### src/rtl/core_pkg.sv
// Shared definitions for the 8-bit lab core: fetch FSM states, datapath widths
// and the two canonical program entry points.
package core_pkg;

  localparam int PC_W    = 8;
  localparam int INSTR_W = 9;
  localparam int CNT_W   = 16;

  localparam logic [INSTR_W-1:0] HALT_INSTR = 9'h1FF;

  localparam logic [PC_W-1:0] PROG0_START = 8'h00;
  localparam logic [PC_W-1:0] PROG1_START = 8'h40;

  typedef enum logic [2:0] {
    IDLE  = 3'd0,
    FETCH = 3'd1,
    WAIT  = 3'd2,
    ISSUE = 3'd3,
    DONE  = 3'd4
  } fetch_state_t;

  // Retired count sticks at all-ones rather than wrapping.
  function automatic logic [CNT_W-1:0] sat_inc(input logic [CNT_W-1:0] v);
    return (v == {CNT_W{1'b1}}) ? v : v + CNT_W'(1);
  endfunction

endpackage

### src/rtl/fetch_unit.sv
// Instruction fetch / PC unit: reads one instruction at a time, hands it to
// decode over valid/ready and follows ALU redirects until HALT is accepted.
//
// state | meaning
// IDLE  | waiting for start_i after reset
// FETCH | imem read strobe asserted at pc
// WAIT  | read data arrives; captured into the issue register
// ISSUE | instruction presented to decode until accepted
// DONE  | HALT accepted; waiting for a new start_i
module fetch_unit
  import core_pkg::*;
(
  input  logic               clk,
  input  logic               reset,
  input  logic               start_i,
  input  logic [PC_W-1:0]    start_addr_i,
  output logic               imem_rd_o,
  output logic [PC_W-1:0]    imem_addr_o,
  input  logic [INSTR_W-1:0] imem_data_i,
  output logic [INSTR_W-1:0] instr_o,
  output logic [PC_W-1:0]    instr_pc_o,
  output logic               instr_valid_o,
  input  logic               instr_ready_i,
  input  logic               branch_taken_i,
  input  logic [PC_W-1:0]    branch_target_i,
  output logic               busy_o,
  output logic               done_o,
  output logic [CNT_W-1:0]   retired_o
);

  fetch_state_t       r_state;
  logic [PC_W-1:0]    r_pc;
  logic [INSTR_W-1:0] r_instr;
  logic [PC_W-1:0]    r_instr_pc;
  logic               r_valid;
  logic               r_done;
  logic [CNT_W-1:0]   r_retired;

  logic w_start;
  logic w_accept;
  logic w_halt;

  // start_i only matters when no program is in flight.
  assign w_start  = start_i && ((r_state == IDLE) || (r_state == DONE));
  assign w_accept = (r_state == ISSUE) && instr_ready_i;
  assign w_halt   = (r_instr == HALT_INSTR);

  always_ff @(posedge clk) begin
    if (reset) begin
      r_state    <= IDLE;
      r_pc       <= '0;
      r_instr    <= '0;
      r_instr_pc <= '0;
      r_valid    <= 1'b0;
      r_done     <= 1'b0;
      r_retired  <= '0;
    end else begin
      case (r_state)
        IDLE, DONE: begin
          if (w_start) begin
            r_pc      <= start_addr_i;
            r_retired <= '0;
            r_done    <= 1'b0;
            r_state   <= FETCH;
          end
        end
        FETCH: begin
          r_state <= WAIT;
        end
        WAIT: begin
          r_instr    <= imem_data_i;
          r_instr_pc <= r_pc;
          r_valid    <= 1'b1;
          r_state    <= ISSUE;
        end
        ISSUE: begin
          if (w_accept) begin
            r_retired <= sat_inc(r_retired);
            r_valid   <= 1'b0;
            // HALT wins over any branch decision on the same handshake.
            if (w_halt) begin
              r_done  <= 1'b1;
              r_state <= DONE;
            end else if (branch_taken_i) begin
              r_pc    <= branch_target_i;
              r_state <= FETCH;
            end else begin
              r_pc    <= r_pc + PC_W'(1);
              r_state <= FETCH;
            end
          end
        end
        default: begin
          r_state <= IDLE;
        end
      endcase
    end
  end

  assign imem_rd_o     = (r_state == FETCH);
  assign imem_addr_o   = r_pc;
  assign instr_o       = r_instr;
  assign instr_pc_o    = r_instr_pc;
  assign instr_valid_o = r_valid;
  assign busy_o        = (r_state == FETCH) || (r_state == WAIT) || (r_state == ISSUE);
  assign done_o        = r_done;
  assign retired_o     = r_retired;

endmodule

### config.mk
export PLATFORM = sky130hd
export DESIGN_NAME = fetch_unit
export DESIGN_NICKNAME = d
export VERILOG_FILES = /design/src/rtl/core_pkg.sv /design/src/rtl/fetch_unit.sv
export SDC_FILE = /design/constraint.sdc
export NUM_CORES = 1
export LEC_CHECK = 0
export ABC_AREA = 1
export BUFFER_PORTS_ARGS = -buffer_cell sky130_fd_sc_hd__buf_2
export CELL_PAD_IN_SITES_DETAIL_PLACEMENT = 2
export CELL_PAD_IN_SITES_GLOBAL_PLACEMENT = 2
export CORE_ASPECT_RATIO = 0.8
export CORE_MARGIN = 1.5
export CORE_UTILIZATION = 29
export CTS_CLUSTER_DIAMETER = 40
export DETAILED_ROUTE_END_ITERATION = 8
export HOLD_SLACK_MARGIN = 0.15
export PLACE_DENSITY_LB_ADDON = 0.1
export SKIP_CTS_REPAIR_TIMING = 1
export SYNTH_ARGS = -nofsm -noshare
export SYNTH_HDL_FRONTEND = slang
export SYNTH_SLANG_ARGS = --single-unit
### constraint.sdc
create_clock -name clk -period 2.82 [get_ports clk]
set_input_delay 0.282 -clock clk [delete_from_list [all_inputs] [get_ports clk]]
set_output_delay 0.282 -clock clk [all_outputs]
set_load 0.02 [all_outputs]
# After elaboration in Yosys (flattened, before gate mapping)
# Cells that the tools add are included.
# totals
n_memories,0
ff_bits,46
output_inout_bits,45
latchBits,0
ramBits,0
wordCells,53
mem_bits_ro,0
# classes
shift,0
n_reduce_logical,14
addsub,2
magnitude_cmp,0
bitwise_logic,0
n_mul,0
div,0
n_mux,19
eq_ne,11
# op_table
operator,count
16-bit two-way mux,3
8-bit two-way mux,4
16-bit one-hot mux with 2 select lines,1
"16-bit by 1-bit adder with 16-bit output, second input constant",1
"16-bit equality test, second input constant",1
8-bit one-hot mux with 2 select lines,1
3-bit one-hot mux with 4 select lines,1
4-bit AND reduction,3
"2-bit != test, second input constant",5
"9-bit equality test, second input constant",1
3-bit two-way mux,3
"8-bit by 1-bit adder with 8-bit output, second input constant",1
"3-bit by 2-bit equality test with 1-bit output, second input constant",2
1-bit two-way mux,4
1-bit one-hot mux with 2 select lines,2
2-bit AND reduction,2
2-bit nonzero test,2
"3-bit by 1-bit equality test with 1-bit output, second input constant",1
"3-bit equality test, second input constant",1
3-bit logical NOT,1
1-bit logical OR,3
1-bit logical AND,2
2-bit OR reduction,1

# Logic depth before layout (Yosys ltp)
# Gate-level depths: netlist (run 1).
# depth
ltp_word,5
depth_mapped,11
mapped_depth_nobuf,11

# Least setup slack after synthesis (run 1)
# No wires, ideal clock.
# synth_timing
kind,flip-flop to flip-flop
startpoint,register r_retired[0] (netlist: retired_o[0])
endpoint,register r_retired[10] (netlist: retired_o[10])
stages_incl_launch_ff,11
setup_time_ns,0.070
synth_period_minus_slack_ns,1.775
path_slack_ns,1.045
required_ns,2.750
t_arrival_ns,1.705
path_buffers,1
cell_sequence,dfxtp_1 > ha_1 > nand2_2 > nor2_2 > nand2_2 > nor2_2 > nand2_2 > nand3_4 > buf_6 > nand2_1 > a21oi_1
# synth_via
elab_chain_cells,4
# synth_lines
element,line_no,source
start: declaration,fetch_unit.sv:37,logic [CNT_W-1:0] r_retired;
start signal: assignment,fetch_unit.sv:78,r_retired <= sat_inc(r_retired);
16-bit by 1-bit adder with 16-bit output,core_pkg.sv:24,return (v == {CNT_W{1'b1}}) ? v : v + CNT_W'(1);
16-bit two-way mux,core_pkg.sv:24,
16-bit two-way mux,fetch_unit.sv:77,if (w_accept) begin
16-bit one-hot mux with 2 select lines,fetch_unit.sv:58,case (r_state)
# Several ways; a longest one is shown, not always the timed one. The select of a mux whose other input is x is not followed.
# A chain may end at the register's enable or synchronous reset.

# Final worst setup path (run 1)
# layout_timing
startpoint,register r_retired[0] (netlist: retired_o[0])
endpoint,register r_retired[1] (netlist: retired_o[1])
# Same word-level chain as after synthesis.

==> results.json, run 1 <==
{
  "detail-route-antenna-nets": 0,
  "syn_to_final_growth_pct": 23.0,
  "drive_gt1_frac": 0.226,
  "htree_levels": 2,
  "power_frac_seq": 0.442,
  "clock-skew-final_ns": 0.00940,
  "setup-violations-final": 0,
  "drc": 0,
  "die_h_um": 86.5,
  "swShare": 0.402,
  "r2r.worst_path.cells": 9,
  "coreArea_um2": 8480,
  "firstDrtPassIters": 4,
  "floorplan.die_area_um2": 9290,
  "hold_ws_ns": 0.197,
  "syn_area_um2": 2530,
  "worst_pin_slew_ns": 0.709,
  "port_buffers": 74,
  "drt-initial-drc-count": 73,
  "antenna_found_initial": 0,
  "num_io_pins": 75,
  "reg2reg_slack_ns": 0.75,
  "cpLargestDelayFamily": "simple AND/OR/NAND/NOR gates",
  "worstHoldStart": "imem_data_i[2]",
  "cts.sink_count": 46,
  "root_buffer": "clkbuf_8",
  "cts_tree": "done",
  "power_frac_comb": 0.311,
  "power_mw": 1.79,
  "start_kind": "flop",
  "critPathSlowestCell": "dfxtp_1",
  "initial_core_util": 0.298,
  "grt_pass1_vias": 3032,
  "path_max_fanout": 16,
  "slew_headroom": 0.527,
  "synth_area_per_cell_um2": 6.40,
  "crit_buf_inv": 0,
  "synth_fp_nets": 427,
  "grt_overflow_total": 0,
  "fin_crit_sh": 0.734,
  "critPathCaptureType": "flop",
  "outcome": "finished clean",
  "min_delay_path_depth": 3,
  "crit_chain": "ha_1, nand2_2, nor2_2, nand2_2, nor2_2, nand2_2, nand3_4, nand2_1, a21boi_0",
  "worstSkewPairLatency_ns": 0.30,
  "avgRoutedWirePerCell_um": 16.1,
  "netSwitchingPower_uw": 720,
  "clk_pin_slew_ns": 0.10,
  "cp.arrival_ns": 2.30,
  "yosysWarnings": 0,
  "ys_ff_latch": 46,
  "synth.distinct_cells": 33,
  "dp.final_hpwl_um": 7270,
  "max_stage_delay_ns": 0.48,
  "required_ns": 3.05,
  "worstHoldPathType": "primary input to flop",
  "grt_usage": 0.213,
  "cts_buffers": 5,
  "power.density_nw_per_um2": 576,
  "totalWireLength_um": 9360,
  "die_w_um": 107,
  "n_antenna_cell": 0,
  "worstSetupPathType": "flop to flop",
  "syn_inst": 395,
  "clkPwrFrac": 0.248,
  "leakagePower_nw": 1.44,
  "setup_tns_ns": 0,
  "hold_end": "instr_o[2]",
  "nets": 500,
  "grt_max_degree": 23,
  "rsz0062_at_grt": "false",
  "gp_congestion": 0.808,
  "max_freq_ghz": 0.483,
  "drv_slew": 0,
  "std_cell_rows": 30,
  "route.vias.total": 2850,
  "grt_pass1_wl_um": 15600,
  "hold_viol": 0,
  "cpMostUsedCell": "nand2_2",
  "regToRegEndpoint": "retired_o[1]",
  "ys_seq_area_frac": 0.364,
  "clk_path_buf_depth": 2,
  "fin_crit_ns": 2.07,
  "r2r-start": "retired_o[0]",
  "internal_power_mw": 1.07,
  "vdd_drop_max_mv": 0.226,
  "cap_violations": 0,
  "avgViaCountPerCell": 4.91
}
## placed cells by master (no fill, tap or decap), types with 13 or more instances in the layout
cell | synthesis | routed
nand2_1 | 100 | 100
buf_2 | 2 | 74
nor2_1 | 70 | 70
dfxtp_1 | 46 | 46
inv_1 | 32 | 32
o21ai_0 | 29 | 29
a21oi_1 | 29 | 29
nand3_1 | 23 | 23
nand4_1 | 13 | 13
## synth_stat cells (all sizes together)
cell type / instances / share of area
clkbuf: 8 / 0.012
a21boi: 1 / 0.0030
and3: 2 / 0.0049
nor2: 76 / 0.12
nand3: 25 / 0.056
clkinv: 1 / 0.0015
ha: 2 / 0.0099
o21ai: 30 / 0.059
xor2: 5 / 0.017
and2: 1 / 0.0025
a21oi: 30 / 0.064
nand2: 106 / 0.17
a31oi: 1 / 0.0025
nand4: 13 / 0.032
o21bai: 1 / 0.0030
inv: 36 / 0.053
or2: 1 / 0.0025
nor3b: 1 / 0.0030
dfxtp: 46 / 0.36
buf: 3 / 0.0084
o211ai: 1 / 0.0030
nand3b: 1 / 0.0030
nor3: 4 / 0.0079
## area by class of cell
cell class	count	area (um2)
Clock inverter	3	25.0
Sequential cell	46	921
Fill cell	1118	5380
Tap cell	112	140
Clock buffer	5	68.8
Multi-Input combinational cell	301	1420
Timing Repair Buffer	77	393
Inverter	37	139
## metrics by stage
stage / setup slack (ns) / util / area (um2) / instances
final: 0.749 / 0.366 / 3110 / 581
after floorplan: 1.04 / - / 2530 / 395
after detailed placement: 0.772 / 0.355 / 3010 / 573
after CTS: 0.753 / 0.366 / 3110 / 581
after global placement: 0.915 / 0.355 / 3010 / 573
after global routing: 0.540 / 0.366 / 3110 / 581
## registers in the layout, indices dropped and copies added (netlist names)
name and flops:
r_state 3, instr_pc_o 8, imem_addr_o 8, done_o 1
instr_valid_o 1, retired_o 16, instr_o 9
## metal layers
metal,global-route usage,vias to the layer above,wire length (um)
li1,-,1418,-
met1,0.311,1382,4900
met2,0.343,48,4140
met3,0.0293,2,291
met4,0.0287,0,30
met5,0,-,0
## cell families after synthesis
| kind of cell | after synthesis | share of synthesized area |
|---|---|---|
| simple gates | 230 | 0.399 |
| fa+ha+maj | 2 | 0.00990 |
| buf+inv | 48 | 0.0752 |
| xor+xnor | 5 | 0.0173 |
| flops | 46 | 0.364 |
| compound gates | 64 | 0.135 |
## worst reg2reg max path: stages (launching register included)
cell      delay (ns)
dfxtp_1         0.48
ha_1            0.28
nand2_2         0.12
nor2_2          0.22
nand2_2         0.10
nor2_2          0.12
nand2_2         0.12
nand3_4         0.23
nand2_1         0.14
a21boi_0        0.19
## power by group through the flow
stage,registers (mW),clock network (mW),logic [mW]
2_1_floorplan,0.873,0,0.293
3_3_place_gp,0.802,0,0.539
3_5_place_dp,0.807,0,0.558
4_1_cts,0.793,0.461,0.562
5_1_grt,0.805,0.485,0.620
6_report,0.791,0.443,0.556
## worst max-delay path by stage
stage	slack [ns]	cells after the start	from	to
2_1_floorplan	1.04	10	retired_o[0]	retired_o[10]
3_3_place_gp	0.92	9	retired_o[0]	retired_o[1]
3_5_place_dp	0.77	9	retired_o[0]	retired_o[1]
4_1_cts	0.75	9	retired_o[0]	retired_o[1]
5_1_grt	0.54	9	retired_o[0]	retired_o[1]
6_report	0.75	9	retired_o[0]	retired_o[1]
Note: power is estimated with default switching activity, not from simulation.
==> run 2, diff against run 1 <==
- CORE_UTILIZATION: 29 -> 24
- clock period: 2.82 -> 1.9 ns (I/O delays scaled with it)
==> results.json, run 2 (synthesis gave the netlist of run 1 again) <==
{
  "grt_pass1_wl_um": 16000,
  "cap_violations": 0,
  "leakagePower_nw": 1.63,
  "power_frac_seq": 0.372,
  "required_ns": 2.12,
  "slew_headroom": 0.691,
  "port_buffers": 74,
  "fin_crit_ns": 1.73,
  "drive_gt1_frac": 0.265,
  "initial_core_util": 0.247,
  "coreArea_um2": 10200,
  "die_w_um": 118,
  "outcome": "finished clean",
  "cpMostUsedCell": "nand2_2",
  "post-place-ws_ns": 0.0154,
  "final_cell_mix": "100 x nand2_1, 74 x buf_2, 70 x nor2_1",
  "path_depth": 10,
  "seqCellArea_um2": 921,
  "std_cell_rows": 33,
  "max_freq_ghz": 0.578,
  "crit_chain": "ha_2, nand2_2, nor2_4, nand2_2, nor2_2, nand2_2, nand3_4, buf_4, nand2_1, a21oi_1",
  "min_delay_path_depth": 3,
  "worstHoldStart": "imem_data_i[3]",
  "largest_reg_flops": 16,
  "critPathCaptureType": "flop",
  "worst_pin_slew_ns": 0.462,
  "fin_ws_ns": 0.169,
  "firstDrtPassIters": 4,
  "power_frac_comb": 0.300,
  "fin_crit_sh": 0.911,
  "antenna_found_initial": 1,
  "totalWireLength_um": 10000,
  "num_io_pins": 75,
  "netSwitchingPower_mw": 1.11,
  "clk_pin_slew_ns": 0.07,
  "drc": 0,
  "grt_max_degree": 19,
  "avgRoutedWirePerCell_um": 15.7,
  "cts.sink_count": 46,
  "rsz0062_at_grt": "false",
  "avgViaCountPerCell": 4.59,
  "worstSkewPairLatency_ns": 0.30,
  "swShare": 0.356,
  "setup-violations-final": 0,
  "r2r-start": "retired_o[1]",
  "power_mw": 3.13,
  "gp_congestion": 0.831,
  "critPathSlowestCell": "dfxtp_1",
  "drv_slew": 0,
  "crit_buf_inv": 1,
  "syn_to_final_growth_pct": 37.4,
  "grt_pass1_vias": 3126,
  "clkPwrFrac": 0.328,
  "internal_power_mw": 2.02,
  "path_max_fanout": 6,
  "worstHoldPathType": "primary input to flop",
  "multi_input_area_um2": 1430,
  "clock-skew-final_ns": 0.00600,
  "grt_usage": 0.182,
  "clk_path_buf_depth": 2,
  "worstSetupStartpoint": "retired_o[1]",
  "route.vias.total": 2932,
  "cp.arrival_ns": 1.95,
  "grt_overflow_total": 0,
  "die_h_um": 94.8,
  "mostFrequentLayoutCell": "nand2_1",
  "dp.final_hpwl_um": 7600,
  "worstSetupPathType": "flop to flop",
  "power.density_nw_per_um2": 901,
  "cts_tree": "done",
  "start_kind": "flop",
  "hold_viol": 0,
  "detail-route-antenna-nets": 0,
  "floorplan.die_area_um2": 11200,
  "nets": 530,
  "r2r.worst_path.cells": 10,
  "fillers": 1276,
  "vdd_drop_max_mv": 0.310,
  "drt-initial-drc-count": 69,
  "n_antenna_cell": 0,
  "htree_levels": 2,
  "max_stage_delay_ns": 0.35,
  "root_buffer": "clkbuf_16",
  "cts_buffers": 5,
  "cpLargestDelayFamily": "simple AND/OR/NAND/NOR gates"
}
[run 2: cell count changes in the layout (fill, tap and decap cells not counted), sizes merged]
cell         delta
inv             -1
buf            +25
dlygate4sd3     +5
bufinv          +1
clkinvlp        -1
clkinv          +1
[run 2: through the flow]
step           setup TNS, ns  utilization  cell area, um2  hold slack, ns  instances
6_report                   0        0.339            3470           0.131        639
3_5_place_dp               0        0.309            3160           0.423        616
3_3_place_gp               0        0.309            3160           0.412        616
5_1_grt                    0        0.339            3470           0.152        639
2_1_floorplan              0            -            2530           0.259        395
4_1_cts              -0.0216        0.325            3330           0.113        624
[run 2: layout make-up]
type,count,share of cell area
Clock inverter,3,0.0115
Clock buffer,5,0.0360
Timing Repair Buffer,107,0.185
Sequential cell,46,0.265
Inverter,37,0.0400
Multi-Input combinational cell,301,0.412
Tap cell,140,0.0505
[run 2: worst reg2reg max path, cell delays in order, from the launching register on]
cell and delay (ns):
dfxtp_1 0.35, ha_2 0.23, nand2_2 0.11, nor2_4 0.13
nand2_2 0.09, nor2_2 0.14, nand2_2 0.13, nand3_4 0.13
buf_4 0.16, nand2_1 0.05, a21oi_1 0.14
[run 2: worst paths after layout]
check	end	slack (ns)
worst max-delay path	retired_o[7]	0.17
worst min-delay path	instr_o[3]	0.13
worst max register to register	retired_o[7]	0.17
worst min register to register	instr_valid_o	0.47
[run 2: power by group through the flow]
stage               clock network (mW)  registers [mW]  logic, mW
floorplan                            0            1.30      0.435
global placement                     0            1.18      0.843
detailed placement                   0            1.19      0.869
CTS                               1.06            1.17      0.880
global route                      1.09            1.18       1.04
finish                            1.03            1.17      0.938
[run 2: routing by layer]
metal  share of wire  vias up  wire [um]  GRT usage
met5               0        -          0          0
met4          0.0091        0         91     0.0478
met3           0.039        8        394     0.0423
met2            0.44       52       4370      0.293
met1            0.51     1391       5160      0.247
li1                -     1481          -          -
